==> src/rtl/dmem_arbiter.sv <==
`default_nettype none
// ============================================================================
// Module   : dmem_arbiter
// Purpose  : Round-robin arbiter sharing a single-port word memory between
//            two latched requesters, completing each access with an ack pulse.
// Revision : 1.0
// ============================================================================
module dmem_arbiter #(
  parameter int DEPTH = 64,
  parameter int DW    = 32
) (
  input  logic          clk,
  input  logic          reset,
  input  logic          p0_req,
  input  logic          p0_we,
  input  logic [31:0]   p0_addr,
  input  logic [DW-1:0] p0_wdata,
  output logic          p0_ack,
  output logic [DW-1:0] p0_rdata,
  output logic          p0_err,
  input  logic          p1_req,
  input  logic          p1_we,
  input  logic [31:0]   p1_addr,
  input  logic [DW-1:0] p1_wdata,
  output logic          p1_ack,
  output logic [DW-1:0] p1_rdata,
  output logic          p1_err,
  output logic          mem_we,
  output logic [31:0]   mem_a,
  output logic [DW-1:0] mem_wd,
  input  logic [DW-1:0] mem_rd,
  output logic          busy
);

  typedef enum logic [1:0] {
    ST_IDLE   = 2'd0,
    ST_ACCESS = 2'd1,
    ST_DONE   = 2'd2
  } state_t;

  localparam logic [29:0] c_depth = 30'(DEPTH);

  state_t        r_state;
  logic          r_last_grant;
  logic          r_port;
  logic          r_we;
  logic          r_ok;
  logic          r_mem_we;
  logic [31:0]   r_mem_a;
  logic [DW-1:0] r_mem_wd;
  logic          r_ack0;
  logic          r_ack1;
  logic          r_err0;
  logic          r_err1;
  logic [DW-1:0] r_rdata0;
  logic [DW-1:0] r_rdata1;
  logic [1:0]    r_ack_d;

  logic          w_elig0;
  logic          w_elig1;
  logic          w_any;
  logic          w_gnt;
  logic          w_sel_we;
  logic          w_sel_ok;
  logic [31:0]   w_sel_addr;
  logic [DW-1:0] w_sel_wdata;

  function automatic logic addr_ok(input logic [31:0] a);
    return (a[1:0] == 2'b00) && (a[31:2] < c_depth);
  endfunction

  // A port is blind during its ack cycle and the one after, so a requester
  // that drops req on seeing ack never causes a duplicate access.
  always_comb begin
    w_elig0 = p0_req & ~r_ack0 & ~r_ack_d[0];
    w_elig1 = p1_req & ~r_ack1 & ~r_ack_d[1];
    w_any   = w_elig0 | w_elig1;
    if (w_elig0 && w_elig1) begin
      w_gnt = ~r_last_grant;
    end else begin
      w_gnt = w_elig1;
    end
    w_sel_we    = w_gnt ? p1_we    : p0_we;
    w_sel_addr  = w_gnt ? p1_addr  : p0_addr;
    w_sel_wdata = w_gnt ? p1_wdata : p0_wdata;
    w_sel_ok    = addr_ok(w_sel_addr);
  end

  always_ff @(posedge clk) begin
    if (reset) begin
      r_state      <= ST_IDLE;
      r_last_grant <= 1'b1;
      r_port       <= 1'b0;
      r_we         <= 1'b0;
      r_ok         <= 1'b0;
      r_mem_we     <= 1'b0;
      r_mem_a      <= '0;
      r_mem_wd     <= '0;
      r_ack0       <= 1'b0;
      r_ack1       <= 1'b0;
      r_err0       <= 1'b0;
      r_err1       <= 1'b0;
      r_rdata0     <= '0;
      r_rdata1     <= '0;
      r_ack_d      <= 2'b00;
    end else begin
      r_ack_d <= {r_ack1, r_ack0};
      case (r_state)
        ST_IDLE: begin
          if (w_any) begin
            r_port       <= w_gnt;
            r_last_grant <= w_gnt;
            r_we         <= w_sel_we;
            r_ok         <= w_sel_ok;
            r_mem_a      <= w_sel_addr;
            r_mem_wd     <= w_sel_wdata;
            r_mem_we     <= w_sel_we & w_sel_ok;
            r_state      <= ST_ACCESS;
          end
        end
        ST_ACCESS: begin
          r_mem_we <= 1'b0;
          if (r_port) begin
            r_rdata1 <= (r_we || !r_ok) ? '0 : mem_rd;
            r_ack1   <= 1'b1;
            r_err1   <= ~r_ok;
          end else begin
            r_rdata0 <= (r_we || !r_ok) ? '0 : mem_rd;
            r_ack0   <= 1'b1;
            r_err0   <= ~r_ok;
          end
          r_state <= ST_DONE;
        end
        ST_DONE: begin
          r_ack0  <= 1'b0;
          r_ack1  <= 1'b0;
          r_err0  <= 1'b0;
          r_err1  <= 1'b0;
          r_state <= ST_IDLE;
        end
        default: r_state <= ST_IDLE;
      endcase
    end
  end

  // Reset landing on the write edge must suppress the write itself.
  assign mem_we   = r_mem_we & ~reset;
  assign mem_a    = r_mem_a;
  assign mem_wd   = r_mem_wd;
  assign p0_ack   = r_ack0;
  assign p1_ack   = r_ack1;
  assign p0_err   = r_err0;
  assign p1_err   = r_err1;
  assign p0_rdata = r_rdata0;
  assign p1_rdata = r_rdata1;
  assign busy     = (r_state != ST_IDLE);

endmodule
`default_nettype wire

==> config.mk <==
export PLATFORM = sky130hd
export DESIGN_NAME = dmem_arbiter
export DESIGN_NICKNAME = d
export VERILOG_FILES = /design/src/rtl/dmem_arbiter.sv
export SDC_FILE = /design/constraint.sdc
export NUM_CORES = 1
export LEC_CHECK = 0
export CORE_MARGIN = 2
export CORE_UTILIZATION = 43
export DETAILED_ROUTE_END_ITERATION = 8
export HOLD_SLACK_MARGIN = 0.06
export PLACE_DENSITY = 0.91
export RECOVER_POWER = 25
export SLEW_MARGIN = 20
export SYNTH_ARGS = -nofsm -noshare
export SYNTH_HDL_FRONTEND = slang
export SYNTH_SLANG_ARGS = --single-unit
==> constraint.sdc <==
create_clock -name clk -period 5.08 [get_ports clk]
set_clock_uncertainty 0.05 [all_clocks]
set_input_delay 0.508 -clock clk [delete_from_list [all_inputs] [get_ports clk]]
set_output_delay 0.508 -clock clk [all_outputs]
set_load 0.02 [all_outputs]
=== Yosys cells after proc, flatten, opt, wreduce, memory -nomap -nowiden ===
Cells that the tools add are included.

* Reductions and logical operators: 15
* Magnitude comparators: 1
* Equal/unequal tests: 5
* Bitwise logic cells: 15
* Mux-type cells: 17

{| class="wikitable"
|+ Operators with widths
! cell !! number
|-
| two-way mux 32 bit || 3
|-
| less-than comparator 30 x 7 -> 1 bit, second input constant || 1
|-
| AND reduction 2 bit || 6
|-
| case mux 1 bit (2 select lines) || 5
|-
| NOT 1 bit || 8
|-
| two-way mux 1 bit || 7
|-
| AND 1 bit || 6
|-
| != test 2 bit, second input constant || 3
|-
| nonzero test 2 bit || 3
|-
| logical NOT 2 bit || 2
|-
| case mux 2 bit (2 select lines) || 1
|-
| == test 2 x 1 -> 1 bit, second input constant || 1
|-
| == test 2 bit, second input constant || 1
|-
| logical AND 1 bit || 2
|-
| two-way mux 2 bit || 1
|-
| logical NOT 1 bit || 1
|-
| logical OR 1 bit || 1
|-
| OR 1 bit || 1
|}

* Bits of input ports: 166
* Output and inout port bits: 134
* Bits in registers: 141

=== Longest topological paths before layout ===
Gate-level depths: netlist of run 1.

* Depth in word-level cells: 11
* Depth in mapped cells: 7
* Mapped depth without buffers: 4

=== Worst setup path before layout of run 1 ===
Ideal clock, no wire load.

* Kind: input port to flip-flop
* From: input port p1_req
* To: register r_mem_a[11], in the netlist mem_a[11]
* Required time: 4.892 ns
* Path buffers: 2
* Library setup time: 0.138 ns
* Setup slack: 3.219 ns
* Stages on the path: 6
* Data arrival time: 1.673 ns
* Path through: or3b_1 a21oi_2 buf_6 buf_8 mux2i_1 a211oi_1

* Cells in the longest elaborated chain, start to end: 5
* Elaborated cells between the ends (all ways): 7

{| class="wikitable"
|+ RTL lines
! what !! line !! source
|-
| start: declaration || 21 || <nowiki>input logic p1_req,</nowiki>
|-
| AND 1 bit (*) (2 in a row) || 76 || <nowiki>w_elig1 = p1_req & ~r_ack1 & ~r_ack_d[1];</nowiki>
|-
| logical AND 1 bit || 78 || <nowiki>if (w_elig0 && w_elig1) begin</nowiki>
|-
| two-way mux 1 bit || 78 ||
|-
| two-way mux 32 bit || 84 || <nowiki>w_sel_addr = w_gnt ? p1_addr : p0_addr;</nowiki>
|-
| end signal: assignment || 115 || <nowiki>r_mem_a <= w_sel_addr;</nowiki>
|-
| end: declaration || 49 || <nowiki>logic [31:0] r_mem_a;</nowiki>
|}

Every way passes the cells marked *; elsewhere a longest branch is shown, timed or not.
A chain may end at the register's enable or synchronous reset.

=== Final worst setup path of run 1 ===
* From: input port reset
* To: output port mem_we

* Cells in the longest elaborated chain, start to end: 2

{| class="wikitable"
|+ RTL lines
! what !! line !! source
|-
| start: declaration || 13 || <nowiki>input logic reset,</nowiki>
|-
| NOT 1 bit || 147 || <nowiki>assign mem_we = r_mem_we & ~reset;</nowiki>
|-
| AND 1 bit || 147 ||
|-
| end: declaration || 28 || <nowiki>output logic mem_we,</nowiki>
|}

Every way passes these cells.

==> results of run 1 <==
## path summary, 6_finish.rpt
check / startpoint / end / slack, ns / cells past startpoint
hold reg to reg: p1_rdata[31] / p1_rdata[31] / 0.40 / 2
setup / recovery: reset / mem_we / 1.59 / 3
hold / removal: p1_rdata[31] / p1_rdata[31] / 0.40 / 2
setup reg to reg: r_state[1] / mem_a[19] / 2.65 / 6
## power by group through the flow
stage / registers (mW) / clock network [mW] / logic, mW
after floorplan: 1.37 / 0 / 0.316
after global placement: 1.28 / 0 / 0.782
after detailed placement: 1.28 / 0 / 0.793
after CTS: 1.26 / 1.29 / 0.797
after global routing: 1.27 / 1.33 / 0.861
final: 1.26 / 1.27 / 0.805
## routing by layer
layer	vias to the layer above	track usage, %	share of wire (%)
met5	-	0	0
met4	0	12.9	3.9
met3	48	9.32	9.5
met2	290	45.1	50
met1	2750	29.4	37
li1	2892	-	-
## metrics by stage
stage / setup WS, ns / hold WS [ns] / util (%)
2_1_floorplan: 3.22 / 0.423 / -
3_3_place_gp: 2.02 / 0.390 / 66.8
3_5_place_dp: 1.95 / 0.396 / 66.8
4_1_cts: 2.36 / 0.404 / 71.4
5_1_grt: 1.43 / 0.421 / 71.6
6_report: 1.59 / 0.401 / 71.6
## cells by family after synthesis
kind of cell	after synthesis	synth area share [%]
compound gates	144	15.7
buf+inv	64	4.97
simple gates	248	19.3
mux	65	11.2
flops	141	48.8
## cell usage after synthesis, types with 2 or more instances
cell and n:
o21ai_0 2, buf_8 2, buf_1 9, a211oi_1 66
nor3b_1 2, buf_4 3, nand2_1 72, dfxtp_1 141
nand3_1 66, inv_1 2, a21oi_1 69, buf_2 5
nand2b_1 3, clkbuf_1 42, mux2i_1 65, nor4_1 12
nor2b_1 6, nor3_1 2, or3_1 2, nor2_1 75
## critical path: cells and delay by family
family / cells / cell delay, ns
buffers and inverters: 2 / 2.21
and+or+nand+nor: 1 / 0.19
## cell type report
type / instances / area (sq um)
clock buffer: 20 / 447
timing repair buffer: 307 / 3080
clock inverter: 12 / 161
multi-input combinational: 457 / 2700
inverter: 2 / 7.51
antenna: 2 / 5.00
fill: 976 / 3740
sequential: 141 / 2820
tap: 176 / 220
## state kept, by name (all words and copies together), names as in the netlist
name,count
mem_a,32
mem_wd,32
p0_rdata,32
p1_rdata,32
r_ack_d,2
r_state,2
p0_ack,1
p0_err,1
p1_ack,1
p1_err,1
r_last_grant,1
r_mem_we,1
r_ok,1
r_port,1
r_we,1
==> run_results.csv, run 1 <==
group,metric,value,unit
synthesis,synth-edff-count,0,
setup_path,max_stage_delay,1.54,ns
grt,grt-ovfl-total,0,
synthesis,ys_seq_area_share,48.8,%
power_and_ir_drop,p_clk_share,38.1,%
routing,ant_nets,0,
routing,first_iter_violations,433,
routing,vias,5980,
setup_path,crit_slowest_cell,"clkbuf_1",
setup_path,critPathLaunchType,"input port",
synthesis,synth_top_area_share,48.8,%
synthesis,yosys_register_bits,141,
synthesis,syn-cell-area,0.00579,sq mm
cts,cts_made_buffers,17,
setup_path,critical_path.max_fanout,49,
cts,cts-resized-gates,0,
grt,antenna_found_initial,2,
sta,finalHoldViolCount,0,
sta,period_minus_slack,3.49,ns
floorplanning,num_rows,42,
setup_path,crit_path_end_kind,"output port",
routing,wl_per_cell,17.4,um
placed_design,gp_congestion,0.892,
cells_and_area,syn2layout_area_growth,63.3,%
sta,rsz0062_at_grt,"false",
routing,drc,0,
cells_and_area,final_common_cell,"clkdlybuf4s50_1",
routing,drt_pass1_iterations,5,
power_and_ir_drop,p_sw,0.957,mW
routing,wl,19400,um
power_and_ir_drop,p_int,2.38,mW
setup_path,path_cells,"clkbuf_1, nor2b_1, clkdlybuf4s50_1",
synthesis,syn_area_per_cell,8.74,sq um
power_and_ir_drop,power.leakage,3.36,nW
sta,setup_viol,0,
floorplanning,die_area,0.0144,sq mm
synthesis,synth_cells,662,
synthesis,ys_types,36,
synthesis,synthFlopType,"dfxtp_1",
floorplanning,die_h,120,um
floorplanning,core_area,0.0132,sq mm
power_and_ir_drop,combPwrFrac,24.2,%
sta,drv_slew,50,
job,maxCapViolCount,1,
floorplanning,io_pins,300,
grt,grt_use_total,26.5,%
routing,routed_via_density,5.35,
cells_and_area,finalNonFillerCells,1117,
cts,cts.reportedPaths.clkPinSlew,0.05,ns
outcome,status,"finished with violations",
sta,max_freq,0.287,GHz
power_and_ir_drop,p_per_area,353,mW/mm^2
power_and_ir_drop,seqPwrFrac,37.7,%
setup_path,critPathArrivalTime,2.93,ns
cts,clk_latency,0.42,ns
placed_design,placed_area,0.00881,sq mm
power_and_ir_drop,ir_drop,0.233,mV
hold_path,hold_class,"register to register",
floorplanning,start_util,43.9,%
placed_design,hpwl,13800,um
cells_and_area,nNetsFinal,1092,
power_and_ir_drop,swShare,28.7,%
setup_path,critical_path_class,"input port to output port",
cts,cts_root_buf,"clkbuf_16",
power_and_ir_drop,p_total,3.33,mW
sta,fin_setup_tns,0,ns
synthesis,synth_warnings,0,
outcome,violations,"capacitance limit, slew limit",
cells_and_area,design_area,0.00945,sq mm
cts,cts_htree_levels,4,
grt,grt_max_degree,116,
cells_and_area,final_cell_mix,"298 x clkdlybuf4s50_1, 141 x dfxtp_1, 74 x nor2_1",
placed_design,placed_cells,1082,
sta,max_slew_margin,-46.5,%
setup_path,crit_required,4.52,ns
cts,cts_tree,"yes",
placed_design,numPortBuffers,299,
cells_and_area,drive_gt1_share,4.69,%
sta,worstMarginPinSlew,2.20,ns
cts,ctsHoldBuffers,0,
grt,grt_first_pass_wirelength,29800,um
sta,fin_crit_sh,68.6,%
synthesis,synthTopCellsByArea,"dfxtp_1 49%, mux2i_1 11%, a211oi_1 8.6%",
cts,cts_setup_buffers,0,
synthesis,synth_top_cell_by_area,"dfxtp_1",
synthesis,synthArstFlopShare,0,%
synthesis,syn_nets,828,
floorplanning,die_x,120,um
cts,clk_path_buf_depth,2,
cts,cts.sinks,141,
grt,grt_pass1_vias,5693,
Note: power is estimated with default switching activity, not from simulation.
==> run 2: changes to the inputs <==
--- a/config.mk
+++ b/config.mk
@@ -6,10 +6,10 @@
 export NUM_CORES = 1
 export LEC_CHECK = 0
 export CORE_MARGIN = 2
-export CORE_UTILIZATION = 43
+export CORE_UTILIZATION = 36
 export DETAILED_ROUTE_END_ITERATION = 8
 export HOLD_SLACK_MARGIN = 0.06
-export PLACE_DENSITY = 0.91
+export PLACE_DENSITY = 0.82
 export RECOVER_POWER = 25
 export SLEW_MARGIN = 20
 export SYNTH_ARGS = -nofsm -noshare
==> constraint.sdc (replaced) <==
create_clock -name clk -period 3.2 [get_ports clk]
set_clock_uncertainty 0.05 [all_clocks]
set_input_delay 0.32 -clock clk [delete_from_list [all_inputs] [get_ports clk]]
set_output_delay 0.32 -clock clk [all_outputs]
set_load 0.02 [all_outputs]
==> run 2 against run 1 <==
The run still ends with capacitance limit, slew limit left. Largest power group is now sequential cells. Via count down 3.0%. First-iteration DRC count down 30%. Cell count up 3.7%.
==> run_results.csv, run 2 (synthesis results as in run 1) <==
group,metric,value,unit
routing,vias,5802,
hold_path,hold_class,"register to register",
grt,use_met3,8.75,%
routing,wl,18400,um
sta,max_slew_margin,-0.804,%
setup_path,crit_path_end_kind,"output port",
cells_and_area,design_area,0.00949,sq mm
placed_design,hpwl,13500,um
grt,grt_use_total,21.1,%
sta,setup_viol,0,
setup_path,reg2reg_from,"p1_ack",
sta,rsz0062_at_grt,"false",
sta,finalHoldViolCount,0,
power_and_ir_drop,p_per_area,540,mW/mm^2
cts,cts_htree_levels,4,
sta,worstMarginPinSlew,1.51,ns
power_and_ir_drop,ir_drop,0.382,mV
floorplanning,die_x,131,um
grt,grt_max_degree,74,
floorplanning,die_h,131,um
cells_and_area,final_cell_mix,"256 x clkdlybuf4s50_1, 141 x dfxtp_1, 74 x nor2_1",
outcome,status,"finished with violations",
cells_and_area,antenna_cells,0,
setup_path,critPathArrivalTime,2.24,ns
grt,antenna_found_initial,0,
placed_design,gp_congestion,0.944,
job,maxCapViolCount,1,
sta,fin_setup_tns,0,ns
cts,cts-resized-gates,0,
cells_and_area,nNetsFinal,1095,
cts,cts.sinks,141,
placed_design,placed_area,0.00892,sq mm
setup_path,rrSetupSlack,0.90,ns
floorplanning,start_util,36.7,%
grt,grt_use_met1,25.3,%
cts,clk_latency,0.41,ns
sta,period_minus_slack,2.61,ns
cts,clk_path_buf_depth,2,
setup_path,worstRegToRegCells,5,
power_and_ir_drop,power.leakage,3.50,nW
hold_path,hold_depth,2,
setup_path,crit_required,2.83,ns
hold_path,hold_end,"p1_rdata[22]",
sta,fin_crit_sh,81.6,%
hold_path,hold_path_startpoint,"p1_rdata[22]",
cells_and_area,syn2layout_area_growth,63.9,%
floorplanning,io_pins,300,
cts,cts.reportedPaths.clkPinSlew,0.05,ns
cts,cts_made_buffers,17,
cells_and_area,final_common_cell,"clkdlybuf4s50_1",
routing,first_iter_violations,305,
grt,grt_pass1_vias,5410,
grt,grt_first_pass_wirelength,27900,um
sta,drv_slew,72,
placed_design,numPortBuffers,299,
sta,max_freq,0.383,GHz
floorplanning,core_area,0.0158,sq mm
grt,grt_util_met2,34.4,%
grt,grt-ovfl-total,0,
floorplanning,num_rows,46,
cts,cts_tree,"yes",
routing,drc,0,
routing,ant_nets,0,
routing,routed_via_density,5.01,
setup_path,critPathLaunchType,"input port",
cts,cts_setup_buffers,0,
outcome,violations,"capacitance limit, slew limit",
setup_path,critical_path.max_fanout,71,
grt,grt_busiest_layer,"met2",
cts,ctsHoldBuffers,0,
cells_and_area,drive_gt1_share,4.88,%
routing,wl_per_cell,15.9,um
setup_path,critical_path_class,"input port to output port",
routing,drt_pass1_iterations,5,
setup_path,r2r_end,"mem_wd[16]",
sta,whs,0.397,ns
floorplanning,die_area,0.0171,sq mm
cts,cts_root_buf,"clkbuf_16",
run 2: cell count changes in the layout (fill, tap and decap cells not counted), sizes merged:
cell           change
clkbuf             +3
clkdlybuf4s50     -42
inv                -2
clkinv             +2
bufinv             -2
dlygate4sd3       +42
clkinvlp           -1
buf                +3
diode              -2
run 2: final cells by class:
cell class                      count  area [sq um]
Multi-Input combinational cell    457          2700
Sequential cell                   141          2820
Timing Repair Buffer              310          3120
Tap cell                          216           270
Clock inverter                      9          86.3
Inverter                            2          7.51
Fill cell                        1401          6280
Clock buffer                       23           478
run 2: worst max path at each step:
| stage | to | slack, ns | cells after the start | start |
|---|---|---|---|---|
| after floorplan | mem_a[11] | 1.41 | 6 | p1_ack |
| after global placement | mem_a[30] | 0.57 | 6 | p1_req |
| after detailed placement | mem_wd[16] | 0.54 | 6 | p1_req |
| after CTS | busy | 0.94 | 3 | r_state[1] |
| after global routing | mem_we | 0.47 | 3 | reset |
| final | mem_we | 0.59 | 3 | reset |
run 2: layer usage:
metal / up-vias / part of all wire, %
met4: 0 / 1.5
met3: 22 / 9.5
met5: - / 0
met2: 230 / 49
met1: 2650 / 40
li1: 2900 / -
run 2: worst max-delay path: stages:
cell	delay, ns
clkbuf_2	1.05
nor2b_1	0.17
clkdlybuf4s50_1	0.64
run 2: report_power, final:
part	internal [mW]	total (mW)	switching, mW
Combinational	0.614	1.27	0.652
Sequential	1.90	1.99	0.0879
Clock	1.13	1.86	0.732
Total	3.65	5.12	1.47
run 2: stage by stage:
| step | cells | total power [mW] | utilization, % | worst slack, ns |
|---|---|---|---|---|
| floorplan | 662 | 2.68 | - | 1.41 |
| global placement | 1126 | 3.29 | 56.6 | 0.565 |
| detailed placement | 1126 | 3.30 | 56.6 | 0.540 |
| CTS | 1158 | 5.18 | 60.2 | 0.937 |
| global route | 1158 | 5.35 | 60.1 | 0.465 |
| finish | 1158 | 5.12 | 60.1 | 0.590 |
